### src/rtl/mem_arb_pkg.sv
// mem_arb_pkg: shared definitions for the memory port arbiter.
//   - FSM state codes (IDLE, ISSUE, WAIT, RESP)
//   - requester identifiers (PORT_I fetch, PORT_D load/store)
//   - RV32I funct3 width/sign codes
//   - is_aligned(): legality and alignment check of a funct3/address pair
package mem_arb_pkg;

  localparam logic [1:0] ST_IDLE  = 2'd0;
  localparam logic [1:0] ST_ISSUE = 2'd1;
  localparam logic [1:0] ST_WAIT  = 2'd2;
  localparam logic [1:0] ST_RESP  = 2'd3;

  typedef enum logic {
    PORT_I = 1'b0,
    PORT_D = 1'b1
  } port_t;

  localparam logic [2:0] F3_LB  = 3'b000;
  localparam logic [2:0] F3_LH  = 3'b001;
  localparam logic [2:0] F3_LW  = 3'b010;
  localparam logic [2:0] F3_LBU = 3'b100;
  localparam logic [2:0] F3_LHU = 3'b101;
  localparam logic [2:0] F3_SB  = 3'b000;
  localparam logic [2:0] F3_SH  = 3'b001;
  localparam logic [2:0] F3_SW  = 3'b010;

  // Returns 1 when the access may go to memory. Codes 011/110/111 have no
  // RV32I load/store meaning and are rejected outright, before the width
  // test (110 would otherwise look like a word access).
  function automatic logic is_aligned(input logic [2:0] funct3,
                                      input logic [1:0] addr_lo);
    logic ok;
    if (funct3 == 3'b011 || funct3 == 3'b110 || funct3 == 3'b111) begin
      ok = 1'b0;
    end else if (funct3[1:0] == 2'b10) begin
      ok = (addr_lo == 2'b00);
    end else if (funct3[1:0] == 2'b01) begin
      ok = ~addr_lo[0];
    end else begin
      ok = 1'b1;
    end
    return ok;
  endfunction

endpackage

### src/rtl/mem_port_arbiter_if.sv
// mem_port_arbiter_if: bundle of the fetch port, the load/store port and the
// memory-side port of the arbiter.
//   slave  modport: the arbiter's view
//   master modport: the requesters' and memory's view
//
// Handshake: a requester raises <p>_req with stable address/controls and holds
// them until <p>_ack. <p>_ack is a single-cycle pulse; <p>_rdata and <p>_err
// are meaningful only while <p>_ack=1 and are 0 otherwise. A req dropped
// before it is granted is never served; once granted, the access completes
// and acks even if req has since been dropped.
interface mem_port_arbiter_if #(
  parameter int ADDR_W = 32,
  parameter int DATA_W = 32
);
  logic              i_req;
  logic [ADDR_W-1:0] i_addr;
  logic              i_ack;
  logic [DATA_W-1:0] i_rdata;
  logic              i_err;

  logic              d_req;
  logic              d_wren;
  logic [2:0]        d_funct3;
  logic [ADDR_W-1:0] d_addr;
  logic [DATA_W-1:0] d_wdata;
  logic              d_ack;
  logic [DATA_W-1:0] d_rdata;
  logic              d_err;

  logic [ADDR_W-1:0] mem_addr;
  logic [2:0]        mem_funct3;
  logic              mem_wren;
  logic [DATA_W-1:0] mem_wdata;
  logic [DATA_W-1:0] mem_rdata;

  modport slave (
    input  i_req, i_addr, d_req, d_wren, d_funct3, d_addr, d_wdata, mem_rdata,
    output i_ack, i_rdata, i_err, d_ack, d_rdata, d_err,
           mem_addr, mem_funct3, mem_wren, mem_wdata
  );

  modport master (
    output i_req, i_addr, d_req, d_wren, d_funct3, d_addr, d_wdata, mem_rdata,
    input  i_ack, i_rdata, i_err, d_ack, d_rdata, d_err,
           mem_addr, mem_funct3, mem_wren, mem_wdata
  );
endinterface

### src/rtl/mem_port_arbiter_rr.sv
// rr_arbiter2: two-input round-robin grant.
//   req_i/req_d : pending requests
//   take        : the proposed grant is accepted this cycle
//   grant_valid : at least one request pending
//   grant_port  : proposed winner; on a tie, the port not granted last time
// last_grant resets to PORT_D so the fetch port wins the first tie.
module rr_arbiter2
  import mem_arb_pkg::*;
(
  input  logic  clk,
  input  logic  reset_n,
  input  logic  req_i,
  input  logic  req_d,
  input  logic  take,
  output logic  grant_valid,
  output port_t grant_port
);
  port_t last_q, last_d;

  always_comb begin
    grant_valid = req_i | req_d;
    if (req_i && req_d) begin
      grant_port = (last_q == PORT_D) ? PORT_I : PORT_D;
    end else if (req_i) begin
      grant_port = PORT_I;
    end else begin
      grant_port = PORT_D;
    end
  end

  always_comb begin
    last_d = last_q;
    if (take) begin
      last_d = grant_port;
    end
  end

  always_ff @(posedge clk or negedge reset_n) begin
    if (!reset_n) begin
      last_q <= PORT_D;
    end else begin
      last_q <= last_d;
    end
  end
endmodule

### src/rtl/mem_port_arbiter.sv
// mem_port_arbiter: shares the unified memory's data-side port between the
// fetch unit (port I) and the load/store unit (port D). One transaction at a
// time, round-robin on ties, misaligned/illegal accesses answered without
// touching memory, fixed memory read latency hidden behind the ack.
//   clk, reset_n : clock, asynchronous active-low reset
//   bus          : I/D request ports and memory port (see mem_port_arbiter_if)
//   busy         : high whenever the FSM is not idle
//   state_dbg    : current FSM state code
module mem_port_arbiter
  import mem_arb_pkg::*;
#(
  parameter int MEM_READ_LATENCY = 1,
  parameter int ADDR_W           = 32,
  parameter int DATA_W           = 32
) (
  input  logic                clk,
  input  logic                reset_n,
  mem_port_arbiter_if.slave   bus,
  output logic                busy,
  output logic [1:0]          state_dbg
);
  localparam logic [2:0] LAST_CNT = 3'(MEM_READ_LATENCY - 1);

  logic [1:0]        state_q, state_d;
  port_t             winner_q, winner_d;
  logic [ADDR_W-1:0] addr_q, addr_d;
  logic [2:0]        funct3_q, funct3_d;
  logic              wren_q, wren_d;
  logic [DATA_W-1:0] wdata_q, wdata_d;
  logic [DATA_W-1:0] rdata_q, rdata_d;
  logic              err_q, err_d;
  logic [2:0]        cnt_q, cnt_d;

  logic              grant_valid;
  port_t             grant_port;
  logic              take;
  logic [ADDR_W-1:0] sel_addr;
  logic [2:0]        sel_funct3;
  logic              sel_wren;
  logic [DATA_W-1:0] sel_wdata;
  logic              resp;

  assign take = (state_q == ST_IDLE) && grant_valid;

  rr_arbiter2 u_rr (
    .clk        (clk),
    .reset_n    (reset_n),
    .req_i      (bus.i_req),
    .req_d      (bus.d_req),
    .take       (take),
    .grant_valid(grant_valid),
    .grant_port (grant_port)
  );

  // Winner's request fields; a fetch is always a plain word read.
  always_comb begin
    sel_addr   = bus.d_addr;
    sel_funct3 = bus.d_funct3;
    sel_wren   = bus.d_wren;
    sel_wdata  = bus.d_wdata;
    if (grant_port == PORT_I) begin
      sel_addr   = bus.i_addr;
      sel_funct3 = F3_LW;
      sel_wren   = 1'b0;
      sel_wdata  = '0;
    end
  end

  always_comb begin
    state_d  = state_q;
    winner_d = winner_q;
    addr_d   = addr_q;
    funct3_d = funct3_q;
    wren_d   = wren_q;
    wdata_d  = wdata_q;
    rdata_d  = rdata_q;
    err_d    = err_q;
    cnt_d    = cnt_q;
    case (state_q)
      ST_IDLE: begin
        if (grant_valid) begin
          winner_d = grant_port;
          addr_d   = sel_addr;
          funct3_d = sel_funct3;
          wren_d   = sel_wren;
          wdata_d  = sel_wdata;
          // Cleared here so stores and errors answer with rdata=0.
          rdata_d  = '0;
          cnt_d    = '0;
          err_d    = ~is_aligned(sel_funct3, sel_addr[1:0]);
          state_d  = err_d ? ST_RESP : ST_ISSUE;
        end
      end
      ST_ISSUE: begin
        cnt_d   = '0;
        state_d = wren_q ? ST_RESP : ST_WAIT;
      end
      ST_WAIT: begin
        cnt_d = cnt_q + 3'd1;
        if (cnt_q == LAST_CNT) begin
          rdata_d = bus.mem_rdata;
          state_d = ST_RESP;
        end
      end
      default: begin
        state_d = ST_IDLE;
      end
    endcase
  end

  always_ff @(posedge clk or negedge reset_n) begin
    if (!reset_n) begin
      state_q  <= ST_IDLE;
      winner_q <= PORT_I;
      addr_q   <= '0;
      funct3_q <= '0;
      wren_q   <= 1'b0;
      wdata_q  <= '0;
      rdata_q  <= '0;
      err_q    <= 1'b0;
      cnt_q    <= '0;
    end else begin
      state_q  <= state_d;
      winner_q <= winner_d;
      addr_q   <= addr_d;
      funct3_q <= funct3_d;
      wren_q   <= wren_d;
      wdata_q  <= wdata_d;
      rdata_q  <= rdata_d;
      err_q    <= err_d;
      cnt_q    <= cnt_d;
    end
  end

  // Outputs decode straight from state, so an asynchronous reset clears them
  // (including mem_wren) without waiting for a clock edge.
  always_comb begin
    bus.mem_addr   = '0;
    bus.mem_funct3 = '0;
    bus.mem_wren   = 1'b0;
    bus.mem_wdata  = '0;
    if (state_q == ST_ISSUE || state_q == ST_WAIT) begin
      bus.mem_addr   = addr_q;
      bus.mem_funct3 = funct3_q;
    end
    if (state_q == ST_ISSUE) begin
      bus.mem_wdata = wdata_q;
      bus.mem_wren  = wren_q;
    end
    resp        = (state_q == ST_RESP);
    bus.i_ack   = resp && (winner_q == PORT_I);
    bus.d_ack   = resp && (winner_q == PORT_D);
    bus.i_rdata = bus.i_ack ? rdata_q : '0;
    bus.i_err   = bus.i_ack & err_q;
    bus.d_rdata = bus.d_ack ? rdata_q : '0;
    bus.d_err   = bus.d_ack & err_q;
  end

  assign busy      = (state_q != ST_IDLE);
  assign state_dbg = state_q;
endmodule

### src/flat_wrapper.sv
// flat-port wrapper written by rule: the top's interface ports become plain ports
module mem_port_arbiter_flat import mem_arb_pkg::*;
#(
  parameter int MEM_READ_LATENCY = 1,
  parameter int ADDR_W           = 32,
  parameter int DATA_W           = 32
)
  (clk, reset_n, busy, state_dbg, bus_i_req, bus_i_addr, bus_d_req, bus_d_wren, bus_d_funct3, bus_d_addr, bus_d_wdata, bus_mem_rdata, bus_i_ack, bus_i_rdata, bus_i_err, bus_d_ack, bus_d_rdata, bus_d_err, bus_mem_addr, bus_mem_funct3, bus_mem_wren, bus_mem_wdata);
  mem_port_arbiter_if #(.ADDR_W(ADDR_W), .DATA_W(DATA_W)) bus_i ();
  input  logic clk;
  input  logic reset_n;
  output logic busy;
  output logic [1:0] state_dbg;
  input wire logic [$bits(bus_i.i_req)-1:0] bus_i_req;
  input wire logic [$bits(bus_i.i_addr)-1:0] bus_i_addr;
  input wire logic [$bits(bus_i.d_req)-1:0] bus_d_req;
  input wire logic [$bits(bus_i.d_wren)-1:0] bus_d_wren;
  input wire logic [$bits(bus_i.d_funct3)-1:0] bus_d_funct3;
  input wire logic [$bits(bus_i.d_addr)-1:0] bus_d_addr;
  input wire logic [$bits(bus_i.d_wdata)-1:0] bus_d_wdata;
  input wire logic [$bits(bus_i.mem_rdata)-1:0] bus_mem_rdata;
  output wire logic [$bits(bus_i.i_ack)-1:0] bus_i_ack;
  output wire logic [$bits(bus_i.i_rdata)-1:0] bus_i_rdata;
  output wire logic [$bits(bus_i.i_err)-1:0] bus_i_err;
  output wire logic [$bits(bus_i.d_ack)-1:0] bus_d_ack;
  output wire logic [$bits(bus_i.d_rdata)-1:0] bus_d_rdata;
  output wire logic [$bits(bus_i.d_err)-1:0] bus_d_err;
  output wire logic [$bits(bus_i.mem_addr)-1:0] bus_mem_addr;
  output wire logic [$bits(bus_i.mem_funct3)-1:0] bus_mem_funct3;
  output wire logic [$bits(bus_i.mem_wren)-1:0] bus_mem_wren;
  output wire logic [$bits(bus_i.mem_wdata)-1:0] bus_mem_wdata;
  assign bus_i.i_req = bus_i_req;
  assign bus_i.i_addr = bus_i_addr;
  assign bus_i.d_req = bus_d_req;
  assign bus_i.d_wren = bus_d_wren;
  assign bus_i.d_funct3 = bus_d_funct3;
  assign bus_i.d_addr = bus_d_addr;
  assign bus_i.d_wdata = bus_d_wdata;
  assign bus_i.mem_rdata = bus_mem_rdata;
  assign bus_i_ack = bus_i.i_ack;
  assign bus_i_rdata = bus_i.i_rdata;
  assign bus_i_err = bus_i.i_err;
  assign bus_d_ack = bus_i.d_ack;
  assign bus_d_rdata = bus_i.d_rdata;
  assign bus_d_err = bus_i.d_err;
  assign bus_mem_addr = bus_i.mem_addr;
  assign bus_mem_funct3 = bus_i.mem_funct3;
  assign bus_mem_wren = bus_i.mem_wren;
  assign bus_mem_wdata = bus_i.mem_wdata;
  mem_port_arbiter #(.MEM_READ_LATENCY(MEM_READ_LATENCY), .ADDR_W(ADDR_W), .DATA_W(DATA_W)) u_core (.clk(clk), .reset_n(reset_n), .bus(bus_i), .busy(busy), .state_dbg(state_dbg));
endmodule
### config.mk
export PLATFORM = sky130hd
export DESIGN_NAME = mem_port_arbiter_flat
export DESIGN_NICKNAME = d
export VERILOG_FILES = /design/src/rtl/mem_arb_pkg.sv /design/src/rtl/mem_port_arbiter_if.sv /design/src/rtl/mem_port_arbiter_rr.sv /design/src/rtl/mem_port_arbiter.sv /design/src/flat_wrapper.sv
export SDC_FILE = /design/constraint.sdc
export NUM_CORES = 1
export LEC_CHECK = 0
export CAP_MARGIN = 10
export CORE_MARGIN = 4
export CORE_UTILIZATION = 43
export CTS_BUF_LIST = sky130_fd_sc_hd__clkbuf_16
export DETAILED_ROUTE_END_ITERATION = 10
export GPL_ROUTABILITY_DRIVEN = 0
export GPL_TIMING_DRIVEN = 1
export PLACE_DENSITY = 0.86
export SKIP_CTS_REPAIR_TIMING = 1
export SYNTH_ARGS = -nofsm -noshare
export SYNTH_HDL_FRONTEND = slang
export SYNTH_SLANG_ARGS = --single-unit
### constraint.sdc
create_clock -name clk -period 4.2 [get_ports clk]
set_clock_uncertainty 0.05 [all_clocks]
set_input_delay 1.26 -clock clk [delete_from_list [all_inputs] [get_ports clk]]
set_output_delay 1.26 -clock clk [all_outputs]
set_load 0.02 [all_outputs]
# Word level (Yosys, flattened, before mapping)

Cells that the tools add are included.

Register bits: 108
Input bits: 136
Output and inout port bits: 139

Add/sub/neg operators: 1
Equal/unequal tests: 10
Mux-type cells: 28
Bitwise gates (word level): 6
Reductions and logical operators: 17

Operator list:

| kind                                                   | number |
|---|---|
| two-way mux 32 bit                                     | 8 |
| case mux 32 bit (2 select lines)                       | 1 |
| two-way mux 1 bit                                      | 11 |
| two-way mux 3 bit                                      | 3 |
| case mux 3 bit (3 select lines)                        | 1 |
| equality test 2 bit (second input constant)            | 3 |
| equality test 3 bit (second input constant)            | 2 |
| two-way mux 2 bit                                      | 3 |
| case mux 2 bit (3 select lines)                        | 1 |
| AND reduction 2 bit                                    | 3 |
| equality test 2 x 1 -> 1 bit (second input constant)   | 2 |
| logical AND 1 bit                                      | 4 |
| logical NOT 2 bit                                      | 2 |
| inequality test 2 x 1 -> 1 bit (second input constant) | 2 |
| nonzero test 2 bit                                     | 2 |
| adder 3 x 1 -> 3 bit (second input constant)           | 1 |
| equality test 3 x 2 -> 1 bit (second input constant)   | 1 |
| logical NOT 3 bit                                      | 1 |
| logical OR 1 bit                                       | 3 |
| inverter 1 bit                                         | 3 |
| AND reduction 3 bit                                    | 1 |
| nonzero test 3 bit                                     | 1 |
| AND 1 bit                                              | 2 |
| bitwise OR 1 bit                                       | 1 |

# Longest topological paths before layout

Word-level depth: 12
Mapped depth: 9
Gate-level depth less buffers: 6

# Hierarchy

A second synthesis with hierarchy kept.

Cells, all modules: 572
Area total of the unflattened synthesis: 5,470.2 um^2

By module, submodules not included:

| module           | times used | cells an instance | area each (um^2) | seq. area each (um^2) |
|---|---|---|---|---|
| mem_port_arbiter | 1          | 566               | 5,410.2          | 2,677.6 |
| rr_arbiter2      | 1          | 6                 | 60.1             | 26.3 |

# Least setup slack after synthesis

Ideal clock, no wire load.

Kind: register -> output
From: register u_core.state_q[0] (netlist: u_core.state_dbg[0])
To: output port bus_i_rdata[22]
Arrival time: 1.709 ns
Required time: 2.890 ns
Setup slack: 1.181 ns
Cell stages (with the launch flop): 5
Path through: dfrtp_1 ha_1 nor2b_1 clkbuf_1 and2_1

Cells in the longest elaborated chain, start to end: 3

RTL lines:

| item                   | line                    | text |
|---|---|---|
| start, declared        | mem_port_arbiter.sv:24  | `logic [1:0] state_q, state_d;` |
| start signal, assigned | mem_port_arbiter.sv:123 | `state_q <= state_d;` |
| equality test 2 bit    | mem_port_arbiter.sv:150 | `resp = (state_q == ST_RESP);` |
| logical AND 1 bit      | mem_port_arbiter.sv:151 | `bus.i_ack = resp && (winner_q == PORT_I);` |
| net bus_i_ack          | flat_wrapper.sv:22      | `output wire logic [$bits(bus_i.i_ack)-1:0] bus_i_ack;` |
| two-way mux 32 bit     | mem_port_arbiter.sv:153 | `bus.i_rdata = bus.i_ack ? rdata_q : '0;` |
| end, declared          | flat_wrapper.sv:23      | `output wire logic [$bits(bus_i.i_rdata)-1:0] bus_i_rdata;` |

The timed path passes the listed nets, and every way through them passes these cells.

# Worst setup path after layout

From: register u_core.state_q[1] (netlist: u_core.state_dbg[1])
To: output port bus_mem_wdata[17]

Cells in the longest elaborated chain, start to end: 2

RTL lines:

| item                         | line                    | text |
|---|---|---|
| equality test 2 x 1 -> 1 bit | mem_port_arbiter.sv:146 | `if (state_q == ST_ISSUE) begin` |
| two-way mux 32 bit           | mem_port_arbiter.sv:146 |  |
| end, declared                | flat_wrapper.sv:31      | `output wire logic [$bits(bus_i.mem_wdata)-1:0] bus_mem_wdata;` |

Every way passes these cells.

==> metrics <==
VDD IR-drop max 0.000359 V; Finished Core Util 69.4%; crit-path max FO 26; Max-cap violations 0; vias 4625; Placed Cells 913; Worst Hold Class flop to flop; gr usage total 21.3%; first-pass GRT wire length 24500 µm; Ys Warns 0; synth unique cells 34; area share of the largest cell type after synthesis 50.0%; slowest CP cell clkdlybuf4s50_1; CORE AREA 0.0121 mm²; sequential fraction of the synthesis area 50.5%; post-route cell area 0.00841 mm²; syn_nets 645; crit path time final 3.78 ns; Most used DFF post-synth dfrtp_1; DIE WIDTH 120 µm; unrepaired setup endpoints after global routing false; mapped cell area 0.00536 mm²; clock-pin slew on the worst setup and hold paths 0.07 ns; critical path arrival 2.47 ns; crit share post-route 90.0%; placed inst area 0.00815 mm²; die area 0.0143 mm²; Initial Utilization 44.2%; row count 40; setup TNS 0 ns; leak pwr 3.81 nW; drc violations 0; Final Hold Violating Endpoints 0; routed wire length 15500 µm; Hold WS 0.424 ns; Avg Inst Size Synth 10.7 µm²; Worst Max-Slew Pin Slew 0.677 ns; Setup CP Type flop to output port; worst-skew pair later-pin latency 0.33 ns; routed length per instance 16.7 µm; largest net degree at the start of global routing 67; Synth area leader dfrtp_1; Rel. slew slack 54.9%; # diodes 0; clk sink count 108; PnR worst setup slack 0.419 ns; top-count cell post-synth dfrtp_1; CTS Buf Count 9; async set or reset register ratio after synthesis 100%; Fmax achieved 0.264 GHz; Setup crit end kind output port; initial antenna violation count 0; Yosys reg bits 108; DR pass1 iterations 4; vias in the first global route 4744; Tot Pwr 5.59 mW; layout overhead on the synthesized area 57.0%; H-tree Lvls 3; Non-Filler Instances 929; final setup fails 0; total congestion overflow 0; Final #Nets 899; crit-path max cell delay 0.61 ns; CTS tree done; Die H 120 µm; critical path required time 2.89 ns; Post-synth EDFFs 0; initial DRC count 213; layout cells sized above 1 4.60%; synth cell count leaders dfrtp_1, and2_1, a22o_1, nand2_1, and3_1; Max Root-Sink Buffers 2; Detailed Place HPWL 12100 µm; critical path, cell by cell inv_1, ha_1, buf_4, and2_1, clkdlybuf4s50_1; DRT antenna net count 0; PD cells 665 mW/mm²; top post-synthesis cells by area dfrtp_1, and2_1, a22o_1, mux2i_1, and3_1; CP Launch Type flop; io pins 275; status finished clean; dpl ws 0.752 ns; I/O Buffers 274; Final Max Slew Viols 0; Vias/cell 4.98; Synth Instances 502; root buffer cell clkbuf_16
sequential cells by signal, indices dropped and copies added, names as in the netlist:
name and count:
u_core.wren_q 1, u_core.funct3_q 3, u_core.addr_q 32, u_core.u_rr.last_q 1, u_core.winner_q 1, u_core.wdata_q 32, u_core.state_dbg 2, u_core.err_q 1
u_core.cnt_q 3, u_core.rdata_q 32
routing by layer:
layer | GRT usage [%] | part of all wire (%) | vias to the layer above
met5 | 0 | 0 | -
met4 | 7.02 | 1.8 | 0
met3 | 5.28 | 7.9 | 20
met2 | 36.8 | 50 | 207
met1 | 26.0 | 40 | 2146
li1 | - | - | 2252
cell type report:
class	instances	area [µm²]
Multi-Input combinational cell	344	2380
Clock buffer	9	225
Fill cell	943	3700
Inverter	7	26.3
Timing Repair Buffer	286	2830
Tap cell	168	210
Sequential cell	108	2700
Clock inverter	7	36.3
kinds of logic (layout without fill, tap and decap cells):
group / Yosys count / in the layout / share of synthesized area, %
flops: 108 / 108 / 50.5
buf+inv: 50 / 309 / 5.54
compound gates: 118 / 118 / 16.3
simple gates: 186 / 186 / 19.8
mux: 33 / 33 / 6.19
fa+ha+maj: 7 / 7 / 1.64
final timing paths:
path                                                      start                             end  slack (ns)  cells past startpoint
worst max-delay path            u_core.state_dbg[1]$_DFFE_PN0P_               bus_mem_wdata[17]        0.42                      5
min in group asynchronous                               reset_n   u_core.addr_q[10]$_DFFE_PN0P_        0.78                      1
worst min register to register     u_core.addr_q[0]$_DFFE_PN0P_    u_core.addr_q[0]$_DFFE_PN0P_        0.42                      2
max in group asynchronous                               reset_n   u_core.wdata_q[1]$_DFFE_PN0P_        2.45                      2
worst min-delay path               u_core.addr_q[0]$_DFFE_PN0P_    u_core.addr_q[0]$_DFFE_PN0P_        0.42                      2
worst max register to register  u_core.state_dbg[1]$_DFFE_PN0P_  u_core.wdata_q[26]$_DFFE_PN0P_        2.06                      6
cells in the final DEF (no fill, tap or decap), types with 14 or more instances in the layout:
cell type	n
clkdlybuf4s50_1	272
dfrtp_1	107
and2_1	102
a22o_1	68
nand2_1	34
and3_1	33
mux2i_1	32
o21ai_1	29
buf_4	14
where the power goes:
group / internal [mW] / switching (mW) / leakage, nW
Sequential: 1.53 / 0.284 / 1.37
Clock: 0.394 / 0.353 / 0.133
Combinational: 1.43 / 1.60 / 2.31
Total: 3.35 / 2.24 / 3.81
critical path: cells and delay by family, from the launching register on:
family / cells / cell delay [ns]
adder cells (fa/ha/maj): 1 / 0.60
buffers and inverters: 3 / 0.98
AND/OR/NAND/NOR: 1 / 0.13
flip-flops: 1 / 0.43
(Power assumes the default switching activity.)
